--- config.mk ---
export PLATFORM = sky130hd
export DESIGN_NAME = tnn_cmp_sweep
export DESIGN_NICKNAME = d
export VERILOG_FILES = /design/src/rtl/tnn_cmp_sweep.sv
export SDC_FILE = /design/constraint.sdc
export NUM_CORES = 1
export LEC_CHECK = 0
export CELL_PAD_IN_SITES_DETAIL_PLACEMENT = 1
export CELL_PAD_IN_SITES_GLOBAL_PLACEMENT = 2
export CORE_ASPECT_RATIO = 1.25
export CORE_UTILIZATION = 40
export DETAILED_ROUTE_END_ITERATION = 8
export DONT_BUFFER_PORTS = 1
export GPL_TIMING_DRIVEN = 0
export PLACE_DENSITY_LB_ADDON = 0.1
export RECOVER_POWER = 100
export SLEW_MARGIN = 40
export SYNTH_ARGS = -nofsm -noshare
export SYNTH_HDL_FRONTEND = slang
export SYNTH_SLANG_ARGS = --single-unit
--- constraint.sdc ---
create_clock -name clk -period 4.2 [get_ports clk]
set_input_delay 1.05 -clock clk [delete_from_list [all_inputs] [get_ports clk]]
set_output_delay 1.05 -clock clk [all_outputs]
set_load 0.05 [all_outputs]
--- src/rtl/tnn_cmp_sweep.sv ---
// tnn_cmp_sweep: exhaustive {c,b,a} sweep of a 3-input threshold comparator with error counting
module tnn_cmp_sweep #(
    parameter int W   = 3,
    parameter int LAT = 0
) (
    input  logic           clk,
    input  logic           rst_n,
    input  logic           start,
    output logic [W-1:0]   dut_a,
    output logic [W-1:0]   dut_b,
    output logic [W-1:0]   dut_c,
    input  logic           dut_out,
    output logic           busy,
    output logic           done,
    output logic [3*W:0]   fp_count,
    output logic [3*W:0]   fn_count,
    output logic [3*W:0]   err_count,
    output logic           first_err_valid,
    output logic [3*W-1:0] first_err_vec
);
    localparam int N  = 3 * W;
    localparam int DW = $clog2(LAT + 2);

    typedef enum logic [1:0] {IDLE, RUN, DRAIN, DONE} state_t;

    state_t        state_q, state_d;
    logic [N-1:0]  vec_q, vec_d;
    logic [DW-1:0] drain_q, drain_d;
    logic [N:0]    fp_q, fp_d, fn_q, fn_d;
    logic          fv_q, fv_d;
    logic [N-1:0]  fev_q, fev_d;
    logic [W:0]    sum;
    logic          exp_now, chk_valid, chk_exp;
    logic [N-1:0]  chk_vec;

    assign dut_a           = vec_q[W-1:0];
    assign dut_b           = vec_q[2*W-1:W];
    assign dut_c           = vec_q[N-1:2*W];
    assign sum             = {1'b0, dut_a} + {1'b0, dut_b};
    assign exp_now         = sum >= {1'b0, dut_c};
    assign busy            = state_q == RUN || state_q == DRAIN;
    assign done            = state_q == DONE;
    assign fp_count        = fp_q;
    assign fn_count        = fn_q;
    assign err_count       = fp_q + fn_q;
    assign first_err_valid = fv_q;
    assign first_err_vec   = fev_q;

    generate
        if (LAT == 0) begin : g_comb
            assign chk_valid = state_q == RUN;
            assign chk_exp   = exp_now;
            assign chk_vec   = vec_q;
        end else begin : g_pipe
            logic [LAT-1:0]   pv_q, pv_d, pe_q, pe_d;
            logic [LAT*N-1:0] pvec_q, pvec_d;
            // shift expected value, valid and vector alongside the comparator latency
            always_comb begin
                pv_d   = LAT'({pv_q, state_q == RUN});
                pe_d   = LAT'({pe_q, exp_now});
                pvec_d = (LAT*N)'({pvec_q, vec_q});
            end
            // pipeline registers, emptied on reset
            always_ff @(posedge clk) begin
                if (!rst_n) begin
                    pv_q   <= '0;
                    pe_q   <= '0;
                    pvec_q <= '0;
                end else begin
                    pv_q   <= pv_d;
                    pe_q   <= pe_d;
                    pvec_q <= pvec_d;
                end
            end
            assign chk_valid = pv_q[LAT-1];
            assign chk_exp   = pe_q[LAT-1];
            assign chk_vec   = pvec_q[LAT*N-1 -: N];
        end
    endgenerate

    // sweep sequencing plus mismatch accounting at the pipeline tail
    always_comb begin
        state_d = state_q;
        vec_d   = vec_q;
        drain_d = drain_q;
        fp_d    = fp_q;
        fn_d    = fn_q;
        fv_d    = fv_q;
        fev_d   = fev_q;
        case (state_q)
            IDLE: if (start) begin
                state_d = RUN;
                vec_d   = '0;
                fp_d    = '0;
                fn_d    = '0;
                fv_d    = 1'b0;
                fev_d   = '0;
            end
            RUN: begin
                drain_d = '0;
                if (&vec_q) state_d = (LAT == 0) ? DONE : DRAIN;
                else vec_d = vec_q + 1'b1;
            end
            DRAIN: if (drain_q == DW'(LAT - 1)) state_d = DONE;
                   else drain_d = drain_q + 1'b1;
            default: state_d = IDLE;
        endcase
        if (chk_valid && chk_exp != dut_out) begin
            fp_d = fp_q + (N+1)'(dut_out);
            fn_d = fn_q + (N+1)'(!dut_out);
            if (!fv_q) begin
                fv_d  = 1'b1;
                fev_d = chk_vec;
            end
        end
    end

    // state and result registers
    always_ff @(posedge clk) begin
        if (!rst_n) begin
            state_q <= IDLE;
            vec_q   <= '0;
            drain_q <= '0;
            fp_q    <= '0;
            fn_q    <= '0;
            fv_q    <= 1'b0;
            fev_q   <= '0;
        end else begin
            state_q <= state_d;
            vec_q   <= vec_d;
            drain_q <= drain_d;
            fp_q    <= fp_d;
            fn_q    <= fn_d;
            fv_q    <= fv_d;
            fev_q   <= fev_d;
        end
    end
endmodule

==> results.py, run 1 <==
metrics = {
    "yosys": {
        "yosys.area.top_type": "dfxtp_1",
        "synth_mux_area_share_pct": 4.41,
        "synth_edf_count": 0,
        "synth_top_family_by_area": "simple AND/OR/NAND/NOR gates",
        "synth_compound_area_share_pct": 18.2,
        "ys_top_cells_by_count": "dfxtp_1, nand2_1, inv_1, ha_1, nor2_1",
        "synth-main-ff-cell": "dfxtp_1",
        "synthAdderAreaFrac_pct": 13.3,
        "synth_nets": 355,
        "synth_top_area_share_pct": 30.5,
        "async_flop_share_pct": 0,
        "yosysSeqAreaShare_pct": 30.5,
        "ys_warn_count": 0,
        "syn_inst": 323,
        "synth_xor_area_share_pct": 5.73,
        "synth_seq_cells": 42,
        "yosysMostFrequentCell": "dfxtp_1",
        "synth_cell_types": 49,
        "syn_avg_cell_area_um2": 8.52,
        "synth.cell_area_um2": 2750,
        "yosys.area_share.simple_pct": 21.9,
        "netlist_top_cells_area": "dfxtp_1, ha_1, nand2_1, mux2i_1, inv_1",
    },
    "min_path": {
        "min_path_type": "reg -> reg",
    },
    "floorplan": {
        "die_x_um": 76.2,
        "dieArea_um2": 7220,
        "die_height_um": 94.7,
        "ioPinCount": 55,
        "rows": 33,
        "core_um2": 6610,
        "initial_core_util_pct": 41.7,
    },
    "power_and_ir_drop": {
        "irDropWorstVdd_mv": 0.372,
        "finalPower_uw": 1200,
        "powerDensity_nw_per_um2": 400,
        "p_leak_uw": 0.00118,
    },
    "global_routing": {
        "grt_max_degree": 14,
        "overflow": 0,
        "antenna_found_initial": 0,
        "grt_pass1_vias": 2467,
        "grt_pass1_wl_mm": 11.7,
        "grt_usage_pct": 20.3,
    },
    "critical_path": {
        "path_class": "reg -> out",
        "cp-end-kind": "output port",
        "cp_slowest_cell": "a311oi_2",
        "rrSetupSlack_ns": 0.35,
        "startpoint_type": "register",
        "slowest_delay_ns": 0.88,
        "crit_fanout": 7,
        "path_cells": "ha_1 > a211o_1 > a21oi_1 > o21ai_0 > a311oi_2",
        "arrival_ns": 3.04,
        "crit_required_ns": 3.15,
    },
    "sta": {
        "hold_viol": 0,
        "tightest_slew_ns": 1.11,
        "finalSetupViolCount": 0,
        "slew_violations": 0,
        "max_freq_ghz": 0.245,
        "rsz0062_at_grt": "no",
        "setup_tns_ns": 0,
        "relSlewSlack_pct": 25.7,
        "period_minus_slack_ns": 4.09,
        "fin_crit_sh_pct": 97.3,
        "clock_skew_ns": 0.00694,
    },
    "drt": {
        "drc": 0,
        "vias_per_cell": 5.56,
        "wirelength_mm": 6.92,
        "firstDrtPassIters": 4,
        "wl_per_cell_um": 16.5,
        "postRouteAntennaNets": 0,
        "num_vias": 2323,
        "drt-initial-drc-count": 62,
    },
    "finish": {
        "final_area_um2": 3000,
        "diodes": 0,
        "final_core_util_pct": 45.4,
        "drive_above_1_share_pct": 9.67,
        "stdcell_count": 418,
        "fin_nets": 362,
        "syn_to_final_growth_pct": 8.86,
    },
    "clocking": {
        "cts_htree_levels": 2,
        "post_cts_buffers": 0,
        "cts-resized-gates": 0,
        "clkTransAtPathRegs_ns": 0.08,
        "clock_latency_ns": 0.29,
        "cts_inserted_buffers": 5,
        "clock-sinks": 42,
        "clockRootBuffer": "clkbuf_8",
        "hold_buffers": 0,
        "cts.path.max_buffers": 2,
        "cts_tree": "built",
    },
    "outcome": {
        "status": "finished, final reports clean",
    },
    "placed_design": {
        "dp.cells": 410,
        "dp_hpwl_mm": 5.29,
        "place_congestion": 0.775,
        "portBuffers": 0,
        "place_area_um2": 2930,
    },
    "run": {
        "drv_cap": 0,
    },
}
## cells in the final DEF, fill, tap and decap left out, drive strengths merged, types with 5 or more instances in the layout
cell type and n:
dfxtp 42, nand2 34, inv 28, ha 26
nor2 22, o21ai 18, nand3 13, nand4 11
mux2i 11, clkbuf 11, nor2b 10, xnor2 10
and3 8, o22ai 8, xor2 8, a21oi 8
o221ai 8, nor3 7, a21boi 5, buf 5
## state kept, by name, summed over array words and instances, names as in the netlist
| register | flops |
|---|---|
| fn_count | 10 |
| drain_q | 1 |
| fp_count | 10 |
| chk_vec | 9 |
| first_err_valid | 1 |
| first_err_vec | 9 |
| state_q | 2 |
## final timing paths
path	depth (start not counted)	to	from
min reg2reg	2	drain_q	drain_q
min	2	drain_q	drain_q
max	5	err_count[9]	fn_count[1]
max reg2reg	9	first_err_vec[5]	chk_vec[3]
## stage by stage
step           setup slack [ns]  hold WS [ns]
6_report                  0.114         0.531
3_3_place_gp            -0.0305         0.500
2_1_floorplan             0.254         0.483
5_1_grt                  0.0270         0.559
3_5_place_dp              0.371         0.519
4_1_cts                  0.0394         0.539
## area by class of cell
class | instances | area [um^2]
inverters | 28 | 105
well taps | 87 | 109
fillers | 792 | 3610
flip-flops and latches | 42 | 845
plain buffers | 10 | 45.0
clock inverters | 2 | 60.1
clock buffers | 6 | 82.6
multi-input cells | 243 | 1750
## power breakdown
part / switching [uW] / leakage, uW / internal, uW
clock network: 147 / 0.0000714 / 254
registers: 58.8 / 0.000340 / 418
logic: 217 / 0.000765 / 102
total: 423 / 0.00118 / 774
## layer usage
metal / vias to the layer above / share of wire [%] / global-route usage [%]
met5: - / 0 / 0
met4: 0 / 0.98 / 5.77
met3: 6 / 3.6 / 3.86
met2: 41 / 54 / 41.4
met1: 1120 / 42 / 21.0
li1: 1156 / - / -
## critical path, delay by kind of cell, from the launching register on
| kind | cells | cell delay (ns) |
|---|---|---|
| AOI/OAI and AO/OA | 4 | 1.61 |
| DFF | 1 | 0.76 |
| adders and majority gates | 1 | 0.37 |
## logic make-up (layout without fill, tap and decap cells)
group | count (synthesis) | in the layout
flip-flops | 42 | 42
XOR/XNOR | 18 | 18
AO/OA/AOI/OAI | 68 | 68
multiplexers | 12 | 12
adder cells (fa/ha/maj) | 28 | 28
buffers and inverters | 38 | 46
AND/OR/NAND/NOR | 117 | 117
Note: power is estimated with default switching activity, not from simulation.
==> run 2: changes to the inputs <==
--- a/config.mk
+++ b/config.mk
@@ -9,12 +9,12 @@
 export CELL_PAD_IN_SITES_GLOBAL_PLACEMENT = 2
 export CORE_ASPECT_RATIO = 1.25
 export CORE_UTILIZATION = 40
+export CTS_BUF_LIST = sky130_fd_sc_hd__clkbuf_16
 export DETAILED_ROUTE_END_ITERATION = 8
 export DONT_BUFFER_PORTS = 1
-export GPL_TIMING_DRIVEN = 0
 export PLACE_DENSITY_LB_ADDON = 0.1
 export RECOVER_POWER = 100
-export SLEW_MARGIN = 40
+export SLEW_MARGIN = 5
 export SYNTH_ARGS = -nofsm -noshare
 export SYNTH_HDL_FRONTEND = slang
 export SYNTH_SLANG_ARGS = --single-unit
==> results.py, run 2 (same netlist as run 1, synthesis figures left out) <==
metrics = {
    "outcome": {
        "status": "finished, final reports clean",
    },
    "global_routing": {
        "grt_usage_pct": 20.3,
        "overflow": 0,
        "grt_max_degree": 25,
        "antenna_found_initial": 0,
        "grt_pass1_vias": 2491,
        "grt_pass1_wl_mm": 11.7,
    },
    "finish": {
        "diodes": 0,
        "layout_commonest_cell": "dfxtp_1",
        "final_area_um2": 3090,
        "layout_common_cells": "dfxtp_1, nand2_1, inv_1, clkbuf_1, ha_1",
        "final_core_util_pct": 46.8,
        "syn_to_final_growth_pct": 12.3,
        "drive_above_1_share_pct": 7.63,
        "fin_nets": 385,
        "stdcell_count": 441,
    },
    "run": {
        "drv_cap": 0,
    },
    "critical_path": {
        "slowest_delay_ns": 0.65,
        "path_cells": "clkbuf_1 > ha_1 > nand4_1 > o21ai_0 > nor4b_1 > a311oi_2 > buf_4",
        "cpLargestDelayFamily": "buffers and inverters",
        "cp_slowest_cell": "clkbuf_1",
        "path_class": "reg -> out",
        "critPathBufInv": 2,
        "cp-end-kind": "output port",
        "startpoint_type": "register",
        "arrival_ns": 2.68,
        "crit_required_ns": 3.15,
        "crit_fanout": 7,
    },
    "floorplan": {
        "rows": 33,
        "dieArea_um2": 7220,
        "initial_core_util_pct": 41.7,
        "die_x_um": 76.2,
        "core_um2": 6610,
        "ioPinCount": 55,
        "die_height_um": 94.7,
    },
    "drt": {
        "vias_per_cell": 5.48,
        "num_vias": 2417,
        "firstDrtPassIters": 4,
        "wl_per_cell_um": 16.2,
        "wirelength_mm": 7.12,
        "postRouteAntennaNets": 0,
        "drc": 0,
        "drt-initial-drc-count": 42,
    },
    "clocking": {
        "clock_latency_ns": 0.28,
        "clock-sinks": 42,
        "post_cts_buffers": 0,
        "clkTransAtPathRegs_ns": 0.06,
        "cts-resized-gates": 0,
        "cts_htree_levels": 2,
        "hold_buffers": 0,
        "cts.path.max_buffers": 2,
        "clockRootBuffer": "clkbuf_16",
        "cts_tree": "built",
        "cts_inserted_buffers": 5,
    },
    "sta": {
        "clock_skew_ns": 0.00264,
        "finalSetupViolCount": 0,
        "hold_viol": 0,
        "fin_crit_sh_pct": 88.8,
        "relSlewSlack_pct": 37.1,
        "max_freq_ghz": 0.268,
        "slew_violations": 0,
        "tightest_slew_ns": 0.943,
        "period_minus_slack_ns": 3.73,
        "timing.final.ws_setup_ns": 0.472,
        "rsz0062_at_grt": "no",
        "setup_tns_ns": 0,
    },
    "placed_design": {
        "pre_cts_ws_ns": 0.907,
        "portBuffers": 0,
        "dp.cells": 433,
        "dp_hpwl_mm": 5.53,
        "place_area_um2": 3060,
        "place_congestion": 0.734,
    },
    "power_and_ir_drop": {
        "powerDensity_nw_per_um2": 375,
        "p_leak_uw": 0.00120,
        "irDropWorstVdd_mv": 0.252,
    },
    "min_path": {
        "min_path_type": "reg -> reg",
    },
}
-- run 2: changes by cell type in the layout (fill, tap and decap cells not counted), moves of 3 or more --
cell | before | now
clkbuf_16 | 0 | 5
dfxtp_1 | 39 | 42
buf_4 | 1 | 5
clkbuf_1 | 5 | 28
buf_2 | 3 | 0
clkbuf_8 | 6 | 0
dfxtp_2 | 3 | 0
-- run 2: power breakdown --
group | switching, uW | internal, uW | total, uW
sequential | 28.4 | 418 | 446
clock | 151 | 215 | 365
combinational | 247 | 101 | 347
-- run 2: per-stage QoR --
stage          power, uW  hold slack [ns]
2_1_floorplan        754            0.483
3_3_place_gp         809            0.503
3_5_place_dp         816            0.511
4_1_cts             1180            0.528
5_1_grt             1220            0.579
6_report            1160            0.518
-- run 2: final cells by class --
type / count / area (um^2)
clock buffer: 5 / 125
clock inverter: 3 / 12.5
fill: 826 / 3520
inverter: 28 / 105
multi-input combinational: 243 / 1760
sequential: 42 / 841
tap: 87 / 109
timing repair buffer: 33 / 143
-- run 2: worst reg2reg max path, delay by kind of cell (launching register included) --
family | cells | cell delay (ns)
AND/OR/NAND/NOR | 2 | 0.94
buffers and inverters | 2 | 0.95
AO/OA/AOI/OAI | 3 | 0.54
adder cells (fa/ha/maj) | 2 | 0.83
flip-flops | 1 | 0.30
-- run 2: path summary, 6_finish.rpt --
check	to	startpoint	depth (start not counted)	slack [ns]
worst min register to register	drain_q	drain_q	2	0.52
worst max register to register	fp_count[5]	chk_vec[1]	9	0.57
worst max-delay path	err_count[9]	fp_count[5]	7	0.47
worst min-delay path	drain_q	drain_q	2	0.52
-- run 2: per-layer routing --
layer / track usage [%] / vias up / share of wire, %
met2: 42.4 / 46 / 54
met5: 0 / - / 0
met3: 3.77 / 9 / 3.6
li1: - / 1206 / -
met1: 19.9 / 1156 / 41
met4: 6.89 / 0 / 1.1
==> run 3: changes to the inputs <==
--- a/config.mk
+++ b/config.mk
@@ -12,6 +12,7 @@
 export CTS_BUF_LIST = sky130_fd_sc_hd__clkbuf_16
 export DETAILED_ROUTE_END_ITERATION = 8
 export DONT_BUFFER_PORTS = 1
+export GPL_TIMING_DRIVEN = 0
 export PLACE_DENSITY_LB_ADDON = 0.1
 export RECOVER_POWER = 100
 export SLEW_MARGIN = 5
==> results.py, run 3 (same netlist as run 1, synthesis figures left out) <==
metrics = {
    "finish": {
        "syn_to_final_growth_pct": 10.1,
        "fillers": 794,
        "fin_nets": 362,
        "layout_commonest_cell": "dfxtp_1",
        "drive_above_1_share_pct": 8.76,
        "final_core_util_pct": 45.9,
        "diodes": 0,
        "layout_common_cells": "dfxtp_1, nand2_1, inv_1, ha_1, nor2_1",
    },
    "global_routing": {
        "overflow": 0,
        "antenna_found_initial": 0,
        "grt_pass1_vias": 2395,
        "grt_pass1_wl_mm": 11.6,
        "grt_usage_pct": 20.4,
        "grt_max_degree": 14,
    },
    "clocking": {
        "cts_inserted_buffers": 5,
        "cts.path.max_buffers": 2,
        "cts_tree": "built",
        "hold_buffers": 0,
        "clkTransAtPathRegs_ns": 0.06,
        "clock_latency_ns": 0.28,
        "clock-sinks": 42,
        "post_cts_buffers": 0,
        "cts_htree_levels": 2,
        "clockRootBuffer": "clkbuf_16",
    },
    "critical_path": {
        "setup.worst_path.end": "err_count[9]",
        "worstSetupStartpoint": "fp_count[1]",
        "cp-end-kind": "output port",
        "r2r_start": "chk_vec[3]",
        "ff2ff_path_depth": 9,
        "rr_endpoint": "first_err_vec[5]",
        "path_class": "reg -> out",
        "startpoint_type": "register",
        "rrSetupSlack_ns": 0.32,
        "arrival_ns": 3.02,
        "crit_required_ns": 3.15,
        "crit_fanout": 7,
    },
    "sta": {
        "fin_crit_sh_pct": 97.0,
        "rsz0062_at_grt": "no",
        "finalSetupViolCount": 0,
        "hold_slack_ns": 0.528,
        "period_minus_slack_ns": 4.07,
        "tightest_slew_ns": 1.08,
        "slew_violations": 0,
        "setup_tns_ns": 0,
        "clock_skew_ns": 0.00422,
        "relSlewSlack_pct": 27.3,
        "hold_viol": 0,
        "max_freq_ghz": 0.245,
        "timing.final.ws_setup_ns": 0.126,
    },
    "outcome": {
        "status": "finished, final reports clean",
    },
    "drt": {
        "wirelength_mm": 7.01,
        "drc": 0,
        "firstDrtPassIters": 4,
        "wl_per_cell_um": 16.8,
        "vias_per_cell": 5.54,
        "drt-initial-drc-count": 52,
        "num_vias": 2317,
        "postRouteAntennaNets": 0,
    },
    "placed_design": {
        "pre_cts_ws_ns": 0.121,
        "portBuffers": 0,
        "dp_hpwl_mm": 5.24,
        "place_congestion": 0.775,
    },
    "run": {
        "drv_cap": 0,
    },
    "power_and_ir_drop": {
        "finalPower_uw": 1300,
        "irDropWorstVdd_mv": 0.414,
        "powerDensity_nw_per_um2": 428,
        "p_leak_uw": 0.00120,
    },
    "floorplan": {
        "rows": 33,
        "dieArea_um2": 7220,
        "ioPinCount": 55,
        "core_um2": 6610,
        "die_height_um": 94.7,
        "initial_core_util_pct": 41.7,
        "die_x_um": 76.2,
    },
    "min_path": {
        "min_path_type": "reg -> reg",
    },
}
[run 3: per-stage QoR]
stage / cell area (um^2) / std cells
after global routing: 3030 / 418
after floorplan: 2750 / 323
after global placement: 2860 / 410
final: 3030 / 418
after detailed placement: 2870 / 410
after CTS: 3080 / 418
[run 3: critical path: stages (launching register included)]
cell	delay, ns
dfxtp_1	0.77
ha_1	0.36
a211o_1	0.32
a21oi_1	0.20
o21ai_0	0.22
a311oi_2	0.87
[run 3: area by class of cell]
| type | count | area, um^2 | share of cell area (%) |
|---|---|---|---|
| Buffer | 10 | 46.3 | 1.53 |
| Tap cell | 87 | 109 | 3.59 |
| Inverter | 28 | 105 | 3.47 |
| Multi-Input combinational cell | 243 | 1740 | 57.3 |
| Clock inverter | 3 | 63.8 | 2.11 |
| Clock buffer | 5 | 125 | 4.13 |
| Sequential cell | 42 | 843 | 27.8 |
[run 3: worst min-delay path by stage]
stage	cells after the start	startpoint	endpoint
floorplan	2	drain_q	drain_q
global placement	2	drain_q	drain_q
detailed placement	2	drain_q	drain_q
CTS	2	drain_q	drain_q
global route	2	drain_q	drain_q
finish	2	drain_q	drain_q
[run 3: repair_timing]
item                                    in CTS  in global routing
gates resized for setup                      3                  2
endpoints found under the setup margin       3                  2
pin swaps                                    0                  1
gates cloned                                 0                  0
[run 3: power by group]
| part | switching [uW] | internal, uW |
|---|---|---|
| registers | 58.7 | 418 |
| clock network | 162 | 339 |
| logic | 216 | 103 |
| total | 437 | 860 |
[run 3: metal layers]
metal / share of wire (%) / GRT usage, % / vias to the layer above
li1: - / - / 1150
met1: 40 / 21.2 / 1114
met2: 54 / 40.6 / 43
met3: 4.0 / 4.54 / 10
met4: 1.8 / 6.73 / 0
met5: 0 / 0 / -
